==> config.mk <==
export PLATFORM = sky130hd
export DESIGN_NAME = pc_unit
export DESIGN_NICKNAME = d
export VERILOG_FILES = /design/src/rtl/pc_unit.sv
export SDC_FILE = /design/constraint.sdc
export NUM_CORES = 1
export LEC_CHECK = 0
export ABC_AREA = 1
export ABC_CLOCK_PERIOD_IN_PS = 3930
export CORE_ASPECT_RATIO = 0.6
export CORE_MARGIN = 5
export CORE_UTILIZATION = 50
export DETAILED_ROUTE_END_ITERATION = 8
export PLACE_DENSITY = 0.78
export SLEW_MARGIN = 20
export SYNTH_ARGS = -nofsm -noshare
export SYNTH_HDL_FRONTEND = slang
export SYNTH_SLANG_ARGS = --single-unit
==> constraint.sdc <==
create_clock -name clk -period 3.93 [get_ports clk]
set_input_delay 0.393 -clock clk [delete_from_list [all_inputs] [get_ports clk]]
set_output_delay 0.393 -clock clk [all_outputs]
set_load 0.05 [all_outputs]
==> src/rtl/pc_unit.sv <==
// Program counter / next-PC stage: selects the control-flow target, registers the PC,
// issues fetch requests and traps misaligned targets. Optional BRANCH_STATS_EN adds branch counters.
module pc_unit #(
    parameter logic [31:0] RESET_VECTOR = 32'h0000_0000,
    parameter logic [31:0] TRAP_VECTOR  = 32'h0000_0010
) (
    input  logic        clk,
    input  logic        rst_n,
    input  logic        jump_condition,
    input  logic        branch_en,
    input  logic        jal_en,
    input  logic        jalr_en,
    input  logic [31:0] imm,
    input  logic [31:0] rs1_value,
    input  logic        update,
    input  logic        stall,
    input  logic        fetch_ready,
    output logic        fetch_valid,
    output logic [31:0] pc,
    output logic [31:0] link_value,
    output logic        redirect,
    output logic        misaligned,
    output logic [31:0] trap_pc
`ifdef BRANCH_STATS_EN
    ,
    output logic [31:0] branch_count,
    output logic [31:0] taken_count
`endif
);

    localparam int unsigned XLEN = 32;

    typedef enum logic [1:0] {
        IDLE  = 2'd0,
        FETCH = 2'd1,
        EXEC  = 2'd2,
        TRAP  = 2'd3
    } state_t;

    state_t            state, state_next;
    logic [XLEN-1:0]   pc_next, trap_pc_next, target;
    logic              fetch_valid_next, redirect_next, misaligned_next;
    logic              taken, commit;

    // Target selection: jalr > jal > taken branch > sequential
    always_comb begin
        target = pc + XLEN'(4);
        taken  = jalr_en | jal_en | (branch_en & jump_condition);
        commit = (state == EXEC) && update && !stall;
        if (jalr_en) begin
            target = (rs1_value + imm) & ~XLEN'(1);
        end else if (jal_en || (branch_en && jump_condition)) begin
            target = pc + imm;
        end
    end

    // Next-state and registered-output values
    always_comb begin
        state_next       = state;
        pc_next          = pc;
        trap_pc_next     = trap_pc;
        redirect_next    = 1'b0;
        misaligned_next  = 1'b0;
        case (state)
            IDLE:  state_next = FETCH;
            FETCH: if (fetch_ready) state_next = EXEC;
            EXEC: begin
                if (commit) begin
                    if (taken && target[1]) begin
                        trap_pc_next    = pc;
                        pc_next         = TRAP_VECTOR;
                        misaligned_next = 1'b1;
                        state_next      = TRAP;
                    end else begin
                        pc_next       = target;
                        redirect_next = taken;
                        state_next    = FETCH;
                    end
                end
            end
            TRAP:    state_next = FETCH;
            default: state_next = IDLE;
        endcase
        fetch_valid_next = (state_next == FETCH);
    end

    always_ff @(posedge clk or negedge rst_n) begin
        if (!rst_n) begin
            state       <= IDLE;
            pc          <= RESET_VECTOR;
            trap_pc     <= '0;
            fetch_valid <= 1'b0;
            redirect    <= 1'b0;
            misaligned  <= 1'b0;
        end else begin
            state       <= state_next;
            pc          <= pc_next;
            trap_pc     <= trap_pc_next;
            fetch_valid <= fetch_valid_next;
            redirect    <= redirect_next;
            misaligned  <= misaligned_next;
        end
    end

    assign link_value = pc + XLEN'(4);

`ifdef BRANCH_STATS_EN
    logic is_branch;
    assign is_branch = commit && branch_en && !jal_en && !jalr_en;

    // Saturating branch statistics; trapped branches still count as taken
    always_ff @(posedge clk or negedge rst_n) begin
        if (!rst_n) begin
            branch_count <= '0;
            taken_count  <= '0;
        end else if (is_branch) begin
            if (branch_count != '1) branch_count <= branch_count + XLEN'(1);
            if (jump_condition && (taken_count != '1)) taken_count <= taken_count + XLEN'(1);
        end
    end
`endif

endmodule

==> Yosys cells after proc, flatten, opt, wreduce, memory -nomap -nowiden <==
Index checks and enable logic that the tools add are counted.
{ "classes": {"add_sub_neg": 3, "n_eq_ne": 4, "n_mux": 13, "n_bitwise": 3, "reduce_logical": 10} }
{ "op_table": {"columns": ["operator", "count"], "rows": [
  ["two-way mux 32 bit", 3],
  ["adder 32 bit", 2],
  ["adder 32 x 3 -> 32 bit (second input constant)", 1],
  ["two-way mux 1 bit", 6],
  ["two-way mux 2 bit", 3],
  ["one-hot mux 2 bit (3 select lines)", 1],
  ["== test 2 x 1 -> 1 bit (second input constant)", 2],
  ["== test 2 bit (second input constant)", 2],
  ["logical AND 1 bit", 4],
  ["AND reduction 3 bit", 1],
  ["logical NOT 2 bit", 1],
  ["OR 1 bit", 2],
  ["AND reduction 2 bit", 1],
  ["OR reduction 2 bit", 1],
  ["bitwise AND 1 bit", 1],
  ["logical NOT 1 bit", 1],
  ["logical OR 1 bit", 1]
]} }
{ "word_totals": {"register_bits": 69, "in_bits": 73, "out_inout_bits": 99, "wordCells": 39} }

==> Longest topological paths before layout <==
{ "logic_depth": {"ltp_word": 9, "ltp_mapped": 16, "mapped_depth_nobuf": 16} }

==> Worst setup path before layout <==
No wires, ideal clock.
{ "synth_path": {"kind": "register to register", "start": "register pc[10]", "end": "register pc[13]", "setup_time_ns": 0.066, "arrival_ns": 2.573, "required_time_ns": 3.864, "setup_slack_ns": 1.291, "stages_incl_launch_ff": 10, "n_path_buf": 0, "synth_period_minus_slack_ns": 2.639, "path_cell_list": "dfrtp_1 nand2_1 nor2_1 nand2_1 nor2_4 xor2_1 o21ai_0 nand2_1 nand2_1 nand2_1"} }
{ "synth_between": {"elab_chain_len": 4, "elab_cells_between_ends": 5, "classes_between": "add/sub (2); mux (3)"} }
{ "synth_lines": {"columns": ["element", "line", "rtl"], "rows": [
  ["start: declaration", "19", "output logic [31:0] pc,"],
  ["start signal: assignment", "97", "pc <= pc_next;"],
  ["adder 32 x 3 -> 32 bit", null, null],
  ["via link_value[13]", "20", "output logic [31:0] link_value,"],
  ["two-way mux 32 bit", "52", "end else if (jal_en || (branch_en && jump_condition)) begin"],
  ["two-way mux 32 bit", "50", "if (jalr_en) begin"],
  ["two-way mux 32 bit", "69", "if (taken && target[1]) begin"]
]} }
The timed path passes the listed nets, and every way through them passes these cells.
A chain may end at the register's enable or synchronous reset.

==> Final worst setup path <==
{ "layout_path": {"start": "register pc[3]", "end": "output port link_value[20]"} }
{ "layout_between": {"elab_chain_len": 1} }
{ "layout_lines": {"columns": ["element", "line", "rtl"], "rows": [
  ["adder 32 x 3 -> 32 bit", "105", "assign link_value = pc + XLEN'(4);"],
  ["end: declaration", "20", null]
]} }
Every way passes these cells.

==> results.ini <==
[outcome]
outcome=complete, no violations

[cts]
htree_levels=3
clk_latency_ns=0.34
clockBufferDepth=2
cts_setup_buffers=0
cts_sinks=69
cts_resized=0
cts.hold.buffers_added=0
cts-root-buf=clkbuf_16
cts_tree=yes
path_clk_slew_ns=0.06
numCtsBuffers=9

[finish]
fin_cells=1856
area_growth_pct=26.51
layout.nets=1762
n_antenna_cell=0
final_layout_size_suffix_gt1_share_pct=3.993
design_area_mm2=0.01069
fillCellCount=1580
final_util_pct=65.19

[worst_setup_path]
rr_endpoint=trap_pc[22]
required_ns=3.54
crit_chain=ha_1, nand3_4, clkinv_2, nand3_4, nor2_4, nand2_2, nor2_2, xor2_1, inv_1, clkdlybuf4s50_1
cp-end-kind=output port
reg2reg_setup_slack_ns=1.24
cp_top_family=buffers and inverters
path_max_fanout=5
regToRegStartpoint=pc[0]
start_kind=flop
crit_path_frequent_cell=nand3_4
crit_type=flop to output port
reg2reg_depth=10
crit_path_top_delay_cell=clkdlybuf4s50_1
critPathBufInv=3
slowest_delay_ns=0.71
crit_arrival_ns=3.12

[min_path]
hold_path.class=primary input to async pin

[place]
placed_cell_area_mm2=0.01038
numPortBuffers=171
dp_hpwl_um=27860
place_ws_ns=0.8285
dpl.cell_count=1840
gp_congestion=1.013

[synthesis]
yosysTopAreaCell=nand2_1
ys_seq_area_share_pct=20.44
yosys.area_share.simple_pct=41.77
synth_edf_count=0
synthMuxAreaShare_pct=0
syn_nets=1595
synth_top_family_by_area=simple AND/OR/NAND/NOR gates
yosys_warnings=0
synthCells=1456
synth_compound_area_share_pct=12.34
yosys_most_used_dff=dfrtp_1
async_reset_ff_share_pct=100.0
ys_ff_latch=69
ys_types=47
synth_most_common_cell=nand2_1
syn-mean-instance-area_um2=5.803
synthTopCellsByArea=nand2_1 23%, dfrtp_1 20%, inv_1 11%
netlist_area_mm2=0.008449
synth-xor-area-share_pct=2.991
synth_commonest_cells=512 x nand2_1, 248 x inv_1, 127 x nand3_1, 115 x nor2_1, 76 x a21oi_1
synth_top_area_share_pct=22.75
yosys.area_share.adder_pct=9.951

[sta]
period_needed_ns=3.514
rsz0062_at_grt=false
drv_slew=0
setup_ws_ns=0.4165
max_freq_ghz=0.2846
worstMarginPinSlew_ns=0.8937
finalHoldWorstSlack_ns=0.04834
setup_tns_ns=0
post-route-period-util_pct=89.40
finalSetupViolations=0
timing.slew.headroom_pct=40.33
hold_viol=0
skew_ns=0.007253

[job]
max-cap-violations=0

[drt]
drc=0
via_per_inst=5.478
dr.first_iter.drc_count=1218
ant_nets=0
dr_total_vias=10170
wl_per_cell_um=17.76
dr.pass1.iters=7
wl_um=32960

[power]
p_per_area_mw_per_mm2=705.6
p_leak_nw=5.677
finalPower_mw=7.542
ir_worst_vdd_uv=532.1

[global_route]
grt.total_usage_pct=32.86
globalRoute.totalOverflow=0
antenna_found_initial=0
grt_pass1_wl_um=51000
grt_pass1_vias=9101
grt_max_degree=62

[floorplan]
pin_count=172
coreArea_mm2=0.01640
die_area_mm2=0.01968
dieHeight_um=110.7
start_util_pct=51.53
die_width_um=177.8
num_rows=36

## cells by family after synthesis
kind of cell	Yosys count
adders and majority gates	66
DFF	69
and+or+nand+nor	824
xor gates and xnor gates	28
buffers and inverters	276
AOI/OAI and AO/OA	193
## cell usage in the layout (no fill, tap or decap), types with 3 or more instances in the layout
cell	count
a21oi_1	76
buf_4	5
clkbuf_16	9
clkdlybuf4s50_1	170
dfrtp_1	69
ha_1	64
inv_1	248
inv_2	7
inv_6	3
nand2_1	512
nand2_2	5
nand3_1	127
nand3_4	3
nand3b_1	4
nand4_1	17
nor2_1	115
nor2_2	6
nor2_4	4
nor3_1	15
nor3_2	6
o21a_1	3
o21ai_0	63
o21ai_1	25
o21bai_1	11
o22ai_1	4
xnor2_1	11
xor2_1	16
## registers in the layout, indices dropped and copies added, names as in the netlist
| signal | flops |
|---|---|
| misaligned | 1 |
| trap_pc | 32 |
| pc | 32 |
| fetch_valid | 1 |
| redirect | 1 |
| state | 2 |
## routing by layer
layer,routed length [um],GRT usage [%],part of all wire (%)
met1,15800,51.48,48
met2,12430,44.21,38
met3,4019,8.759,12
met4,715,7.312,2.2
met5,0,0,0
## final cells by class
cell class / count / area (um^2) / area share, %
repair buffers: 175 / 1739 / 16.27
clock inverters: 7 / 81.33 / 0.7609
clock buffers: 9 / 225.2 / 2.107
flip-flops and latches: 69 / 1727 / 16.15
well taps: 228 / 285.3 / 2.669
inverters: 257 / 965.9 / 9.037
multi-input cells: 1111 / 5665 / 53.00
## power by group
group          total [mW]  leakage, nW  switching [mW]  internal [mW]
Combinational        5.25         4.63            3.60           1.65
Sequential           1.45        0.903           0.456          0.997
Clock               0.839        0.147           0.339          0.500
Total                7.54         5.68            4.39           3.15
## how the worst max path moves through the flow
stage,start,to,slack [ns],cells past startpoint
CTS,pc[3],link_value[20],0.52,10
floorplan,pc[10],pc[13],1.29,9
finish,pc[3],link_value[20],0.42,10
global route,pc[3],link_value[20],0.34,10
detailed placement,imm[0],trap_pc[22],0.83,11
global placement,pc[3],link_value[20],0.90,10
Power figures use the tool's default switching activity.
